<file path="config.mk">
export PLATFORM = sky130hd
export DESIGN_NAME = cpu_control_unit
export DESIGN_NICKNAME = d
export VERILOG_FILES = /design/src/rtl/cpu_pkg.sv /design/src/rtl/cu_decoder.sv /design/src/rtl/cpu_control_unit.sv
export SDC_FILE = /design/constraint.sdc
export NUM_CORES = 1
export LEC_CHECK = 0
export CORE_AREA = 2 2 41 58
export DETAILED_ROUTE_END_ITERATION = 12
export DIE_AREA = 0 0 43 60
export PLACE_DENSITY = 0.79
export SYNTH_ARGS = -nofsm -noshare
export SYNTH_HDL_FRONTEND = slang
export SYNTH_SLANG_ARGS = --single-unit
</file>
<file path="constraint.sdc">
create_clock -name clk -period 1.5 [get_ports clk]
set_input_delay 0.45 -clock clk [delete_from_list [all_inputs] [get_ports clk]]
set_output_delay 0.45 -clock clk [all_outputs]
set_load 0.02 [all_outputs]
</file>
<file path="src/rtl/cpu_pkg.sv">
// Shared definitions for the 16-bit CPU control path: opcodes, ALU codes,
// control-unit state encodings and flag bit positions.
package cpu_pkg;

  typedef enum logic [3:0] {
    OP_NOP  = 4'h0,
    OP_ADD  = 4'h1,
    OP_SUB  = 4'h2,
    OP_AND  = 4'h3,
    OP_OR   = 4'h4,
    OP_XOR  = 4'h5,
    OP_NOT  = 4'h6,
    OP_INC  = 4'h7,
    OP_DEC  = 4'h8,
    OP_MOV  = 4'h9,
    OP_LD   = 4'hA,
    OP_ST   = 4'hB,
    OP_JMP  = 4'hC,
    OP_JZ   = 4'hD,
    OP_JC   = 4'hE,
    OP_HALT = 4'hF
  } opcode_t;

  localparam logic [3:0] ALU_PASS_S = 4'h9;

  typedef enum logic [3:0] {
    ST_RESET     = 4'd0,
    ST_FETCH     = 4'd1,
    ST_DECODE    = 4'd2,
    ST_EX_ALU    = 4'd3,
    ST_EX_LD     = 4'd4,
    ST_EX_ST     = 4'd5,
    ST_EX_JMP    = 4'd6,
    ST_HALT      = 4'd7,
    ST_WAIT_STEP = 4'd8
  } state_t;

  localparam int unsigned FLAG_N = 2;
  localparam int unsigned FLAG_Z = 1;
  localparam int unsigned FLAG_C = 0;

endpackage

</file>
<file path="src/rtl/cu_decoder.sv">
// Combinational state + opcode to control-word and next-state decoder.
// CU_SINGLE_STEP_EN adds step_req and the WAIT_STEP hold state.
module cu_decoder
  import cpu_pkg::*;
#(
  parameter int unsigned RF_AW = 3
) (
  input  state_t           state,
  input  opcode_t          opcode,
  input  logic [RF_AW-1:0] rd,
  input  logic [RF_AW-1:0] rs,
  input  logic [RF_AW-1:0] rt,
  input  logic [2:0]       flags,
`ifdef CU_SINGLE_STEP_EN
  input  logic             step_req,
`endif
  output state_t           next_state,
  output logic             pc_ld,
  output logic             pc_inc,
  output logic             ir_ld,
  output logic             mem_rd,
  output logic             mem_wr,
  output logic             adr_sel,
  output logic             reg_w,
  output logic             w_sel,
  output logic [3:0]       alu_op,
  output logic [RF_AW-1:0] w_adr,
  output logic [RF_AW-1:0] r_adr,
  output logic [RF_AW-1:0] s_adr,
  output logic             flags_ld,
  output logic             halted
);

`ifdef CU_SINGLE_STEP_EN
  localparam state_t AFTER_EX = ST_WAIT_STEP;
`else
  localparam state_t AFTER_EX = ST_FETCH;
`endif

  always_comb begin
    next_state = ST_RESET;
    pc_ld      = 1'b0;
    pc_inc     = 1'b0;
    ir_ld      = 1'b0;
    mem_rd     = 1'b0;
    mem_wr     = 1'b0;
    adr_sel    = 1'b0;
    reg_w      = 1'b0;
    w_sel      = 1'b0;
    alu_op     = '0;
    w_adr      = rd;
    r_adr      = rs;
    s_adr      = rt;
    flags_ld   = 1'b0;
    halted     = 1'b0;

    case (state)
      ST_RESET: next_state = ST_FETCH;
      ST_FETCH: begin
        mem_rd     = 1'b1;
        ir_ld      = 1'b1;
        pc_inc     = 1'b1;
        next_state = ST_DECODE;
      end
      ST_DECODE: begin
        case (opcode)
          OP_NOP:                    next_state = AFTER_EX;
          OP_ADD, OP_SUB, OP_AND, OP_OR, OP_XOR,
          OP_NOT, OP_INC, OP_DEC, OP_MOV: next_state = ST_EX_ALU;
          OP_LD:                     next_state = ST_EX_LD;
          OP_ST:                     next_state = ST_EX_ST;
          OP_JMP, OP_JZ, OP_JC:      next_state = ST_EX_JMP;
          OP_HALT:                   next_state = ST_HALT;
        endcase
      end
      ST_EX_ALU: begin
        alu_op     = opcode;
        reg_w      = 1'b1;
        flags_ld   = 1'b1;
        next_state = AFTER_EX;
      end
      ST_EX_LD: begin
        adr_sel    = 1'b1;
        mem_rd     = 1'b1;
        reg_w      = 1'b1;
        w_sel      = 1'b1;
        next_state = AFTER_EX;
      end
      ST_EX_ST: begin
        adr_sel    = 1'b1;
        s_adr      = rd;
        alu_op     = ALU_PASS_S;
        mem_wr     = 1'b1;
        next_state = AFTER_EX;
      end
      ST_EX_JMP: begin
        // Conditions use the latched flags only; live ALU status is ignored here.
        alu_op     = ALU_PASS_S;
        s_adr      = rs;
        pc_ld      = (opcode == OP_JMP) ||
                     (opcode == OP_JZ && flags[FLAG_Z]) ||
                     (opcode == OP_JC && flags[FLAG_C]);
        next_state = AFTER_EX;
      end
      ST_HALT: begin
        halted     = 1'b1;
        next_state = ST_HALT;
      end
`ifdef CU_SINGLE_STEP_EN
      ST_WAIT_STEP: next_state = step_req ? ST_FETCH : ST_WAIT_STEP;
`endif
      default: next_state = ST_RESET;
    endcase
  end

endmodule

</file>
<file path="src/rtl/cpu_control_unit.sv">
// Multi-cycle control unit: state and flags registers around cu_decoder.
// Define CU_SINGLE_STEP_EN to add the step_req single-step port.
module cpu_control_unit
  import cpu_pkg::*;
#(
  parameter int unsigned RF_AW = 3
) (
  input  logic             clk,
  input  logic             reset,
`ifdef CU_SINGLE_STEP_EN
  input  logic             step_req,
`endif
  input  logic [15:0]      ir,
  input  logic             alu_n,
  input  logic             alu_z,
  input  logic             alu_c,
  output logic             pc_ld,
  output logic             pc_inc,
  output logic             ir_ld,
  output logic             mem_rd,
  output logic             mem_wr,
  output logic             adr_sel,
  output logic             reg_w,
  output logic             w_sel,
  output logic [3:0]       alu_op,
  output logic [RF_AW-1:0] w_adr,
  output logic [RF_AW-1:0] r_adr,
  output logic [RF_AW-1:0] s_adr,
  output logic [2:0]       flags,
  output logic             halted,
  output logic [3:0]       state
);

  state_t state_q;
  state_t next_state;
  logic   flags_ld;

  cu_decoder #(.RF_AW(RF_AW)) u_dec (
    .state      (state_q),
    .opcode     (opcode_t'(ir[15:12])),
    .rd         (ir[9 +: RF_AW]),
    .rs         (ir[6 +: RF_AW]),
    .rt         (ir[3 +: RF_AW]),
    .flags      (flags),
`ifdef CU_SINGLE_STEP_EN
    .step_req   (step_req),
`endif
    .next_state (next_state),
    .pc_ld      (pc_ld),
    .pc_inc     (pc_inc),
    .ir_ld      (ir_ld),
    .mem_rd     (mem_rd),
    .mem_wr     (mem_wr),
    .adr_sel    (adr_sel),
    .reg_w      (reg_w),
    .w_sel      (w_sel),
    .alu_op     (alu_op),
    .w_adr      (w_adr),
    .r_adr      (r_adr),
    .s_adr      (s_adr),
    .flags_ld   (flags_ld),
    .halted     (halted)
  );

  always_ff @(posedge clk) begin
    if (reset) begin
      state_q <= ST_RESET;
      flags   <= '0;
    end else begin
      state_q <= next_state;
      if (flags_ld) flags <= {alu_n, alu_z, alu_c};
    end
  end

  assign state = state_q;

endmodule

</file>
### After elaboration in Yosys (flattened, before gate mapping)

Memory sizes are Yosys's and may differ from the RTL's.
Cells that the tools add are included.

* register bits: 7
* ROM bits: 48
* input bits: 21
* output and inout port bits: 29
* logic and storage cells: 35
* memories: 1

* eq/ne operators: 10
* mux-type cells: 12
* reduce and logical (&&, ||, !) cells: 10

Memories
* (no name shown): depth 16, width 3, read ports 1, clocked after Yosys merged registers in 0, wr ports 0, line cu_decoder.sv:66 `case (opcode)`

Operator list (count)
* 4-bit by 3-bit == test with 1-bit output (second input constant): 4
* 4-bit case mux with 4 select lines: 1
* 4-bit == test (second input constant): 3
* 1-bit two-way mux: 9
* 4-bit by 2-bit == test with 1-bit output (second input constant): 2
* 4-bit case mux with 2 select lines: 1
* 2-bit OR reduction: 4
* 3-bit case mux with 2 select lines: 1
* 5-bit OR reduction: 1
* 4-bit by 1-bit == test with 1-bit output (second input constant): 1
* 4-bit logical NOT: 1
* 1-bit logical AND: 2
* 1-bit logical OR: 2

### Depth between registers and ports, before layout

* depth in word-level cells: 5
* gate-level depth with buffers: 5
* depth with buffers taken out: 3

### Hierarchy

A second synthesis with hierarchy kept.

* cells, all modules: 94
* area total of the unflattened synthesis: 688.2 um2

By module, submodules not included
* cu_decoder: times used 1, cells an instance 77, area an instance 481.7 um2, seq. area each 0.0 um2
* cpu_control_unit: times used 1, cells an instance 17, area an instance 206.4 um2, seq. area each 140.1 um2

### Worst setup path after synthesis

OpenSTA, ideal clock, no wires.

* path type: reg-to-output
* start point: register state_q[2], in the netlist state[2]
* end point: output port pc_inc
* arrival time: 1.220 ns
* slack: -0.170 ns
* stages on the path, launching flop included: 4
* path buffers: 2
* cell sequence: dfxtp_1 -> buf_4 -> nor3b_2 -> buf_4

* cells in the longest elaborated chain, start to end: 2

RTL lines
* from (decl): line cpu_control_unit.sv:34 `state_t state_q;`
* from (signal assigned): line cpu_control_unit.sv:70 `state_q <= next_state;`
* 4-bit by 1-bit == test with 1-bit output
* 1-bit two-way mux
* to (decl): line cpu_control_unit.sv:18 `output logic pc_inc,`

Every way passes these cells.

### Final worst setup path

* start point: register state_q[0], in the netlist state[0]
* end point: output port s_adr[0]

* cells in the longest elaborated chain, start to end: 2
* elaborated cells on any way between the ends: 3
* those cells by class: 2 x eq/ne; 1 x mux

RTL lines
* 4-bit by 3-bit == test with 1-bit output: line cu_decoder.sv:57 `case (state)`
* 3-bit case mux with 2 select lines (*): line cu_decoder.sv:57
* to (decl): line cpu_control_unit.sv:28 `output logic [RF_AW-1:0] s_adr,`

Every way passes the cells marked *; elsewhere a longest branch is shown, timed or not.

==> impl_results.md <==
* CP cell instances: buf_2, nor2b_1, o21ai_1, o221a_2, buf_6
* Area grow syn2layout at 110.3%
* Critical Path Source: state[0]$_SDFF_PP0_
* Dominant cell type by area after synthesis: dfxtp_1
* Final WS setup at -0.2717 ns
* Top Ports at 50
* Max-slew violations at 0
* Clk_skew at 0.0002637 ns
* Worst Setup End Kind: primary output
* Layout cells sized above 1 at 53.02%
* Combinational family with the most area after synthesis: simple AND/OR/NAND/NOR gates
* Min-Delay Path Class: flip-flop to flip-flop
* Sequential power share at 21.6%
* CP bufs+invs at 2
* NetSw at 0.3211 mW
* Total track usage at 17.83%
* CTS Hold Bufs at 0
* Most frequent cells in the layout: buf_4, dlygate4sd2_1, buf_6
* Crit path time final at 1.772 ns
* Met3 Use GR at 4.230%
* Placeable Area at 0.002102 mm^2
* Logic pwr share at 59.2%
* RSZ-0062 raised after global routing: true
* Initial Util at 30.71%
* Area of the mapped netlist at 645.6 um^2
* M1 GR Usage at 18.86%
* # nets final at 171
* Min-delay src: flags[2]$_SDFFE_PP0P_
* Commonest non-fill, non-tap cell in the layout: buf_4
* Sw Ratio at 37.09%
* Avg Vias per Cell at 5.135
* First-pass GRT wire length at 3484 um
* Vias at 878
* Xor/xnor share of the synthesized area at 0%
* Vias in the first global route at 856
* Row Count at 20
* Clock Pin Slew Worst Setup and Hold Paths at 0.05 ns
* Crit path max-delay family: flip-flops
* Final Instance Area at 0.001358 mm^2
* Crit-path slowest cell: dfxtp_4
* Syn Nets at 109
* Final hold vios at 0
* GRT busiest layer: met2
* # setup viols final at 15
* Initial antenna violation count at 0
* Fmax at 564.4 MHz
* Final worst-path cycle share at 118.1%
* Post-Synth Adder-Cell Area at 0%
* Syn Area/Cell at 7.337 um^2
* Status: finished with violations
* Pin count of the biggest net entering global routing at 11
* Synth top area share at 18.60%
* H-tree depth reported by CTS at 1
* Yosys warns at 0
* Reg-to-Reg Start: state[0]$_SDFF_PP0_
* Power per Cell Area at 637.8 mW/mm^2
* Most area-consuming cells after synthesis: dfxtp_1, buf_4, a21oi_1
* Violated checks: negative setup slack
* Peak VDD IR at 345.2 uV
* CP required at 1.05 ns
* Clock power frac at 19.3%
* Die Area at 0.002580 mm^2
* Insertion delay to the later sink of the worst-skew pair at 0.25 ns
* Antenna cell count at 0
* Buffers on Ports at 45
* Max stage delay on crit path at 0.36 ns
* Placed Area at 0.001202 mm^2
* Pre-antenna DRT Iters at 4
* Clock sinks at 6
* Nature of the critical path startpoint: flip-flop
* Detail Route Antenna Nets at 0
* Global route overflow at 0
* WL per Instance at 14.01 um
* Fill count at 184
* Die Wd at 43 um
* DP Wirelength at 1611 um
* Drt initial violations at 5
* Setup_tns at -3.218 ns
* Clock Tree Buf Depth at 2
* Unique masters post-synth at 29
* Clk root buf: clkbuf_4
* Fraction of registers with async set or reset after synthesis at 0%
* Int Pwr at 0.5447 mW
* CP Data Arrival Time at 1.32 ns
* TritonCTS clock tree: yes
* Core Util, Final at 64.58%
* Number of synthesized flops with an enable pin at 0
* Multiplexer share of the synthesized area at 3.101%
* Register area share after synthesis at 18.60%
* Area fraction in compound gates after synthesis at 23.26%
* Synth Register Bits at 6
* Max_cap viols at 0
* Met2 Use GR at 33.55%
* Primary FF master, synth: dfxtp_1
* Total Wirelength at 2396 um
* Die span in y at 60 um
* GPL Wtd Cong at 0.7191
* Drc violations at 0
* Synth Instances at 88
* CTS Buf Count at 3
* Post-Synth Simple-Gate Area at 34.11%
* Critical path peak fanout at 4
* Crit path kind: flip-flop to primary output
* Leakage power at 0.6264 nW
[logic make-up (layout without fill, tap and decap cells)]
group / count (synthesis) / in the layout
DFF: 6 / 6
muxes: 2 / 2
AOI/OAI and AO/OA: 22 / 22
and+or+nand+nor: 37 / 37
other: 1 / 1
buffers and inverters: 20 / 81
[power by group through the flow]
stage	sequential, mW	clock, mW	combinational [mW]
global route	0.190	0.182	0.545
finish	0.187	0.167	0.512
global placement	0.203	0	0.415
floorplan	0.201	0	0.225
detailed placement	0.203	0	0.422
CTS	0.182	0.168	0.461
[path summary, 6_finish.rpt]
| kind | depth (start not counted) | slack [ns] | endpoint |
|---|---|---|---|
| max | 5 | -0.27 | s_adr[0] |
| min | 2 | 0.45 | flags[2]$_SDFFE_PP0P_ |
| max reg2reg | 6 | 0.12 | state[1]$_SDFF_PP0_ |
| min reg2reg | 2 | 0.45 | flags[2]$_SDFFE_PP0P_ |
[routing by layer]
metal | share of wire (%) | vias to the layer above
li1 | - | 424
met5 | 0 | -
met4 | 1.9 | 0
met2 | 54 | 44
met3 | 8.4 | 6
met1 | 36 | 404
[final cells by class]
type                            instances  area [um^2]  area share [%]
Timing Repair Buffer                   72        673.1           49.59
Clock buffer                            4        26.28           1.935
Tap cell                               22        27.53           2.028
Inverter                                5        18.77           1.382
Sequential cell                         6        131.4           9.677
Multi-Input combinational cell         62        480.5           35.39
[stage by stage]
stage               instances  worst slack (ns)  hold slack [ns]  power [mW]
global route              171           -0.3169           0.4909      0.9170
finish                    171           -0.2717           0.4521      0.8659
detailed placement        159           -0.9431           0.4536      0.6243
floorplan                  88          0.008101           0.5117      0.4256
global placement          159           -0.9080           0.4436      0.6173
CTS                       168           -0.2808           0.4576      0.8110
[cell usage after synthesis (2+ instances only)]
library cell and count:
nand3_1 5, nor3b_1 3, buf_4 10, dfxtp_1 6
a21oi_1 8, mux2i_1 2, nand2_1 6, nor2_1 6
o221a_2 3, and3_1 3, inv_1 5, a31oi_1 3
o21ai_0 3, buf_2 3, buf_6 2, nor3b_2 2
nor2b_1 6
[registers in the layout, indices dropped and copies added (netlist names)]
signal  flops
flags       3
state       3
[repair_timing]
item                                    in CTS  in global routing
gates resized for setup                    136                 27
gates cloned                                 0                  1
setup buffers                                5                  2
pin swaps                                   11                  7
endpoints found under the setup margin      28                 20
[worst reg2reg max path: stages (launching register included)]
cell	delay (ns)
dfxtp_4	0.36
buf_6	0.13
buf_4	0.15
nor3b_4	0.16
buf_4	0.14
a311oi_2	0.23
a21oi_1	0.09
(Power assumes the default switching activity.)
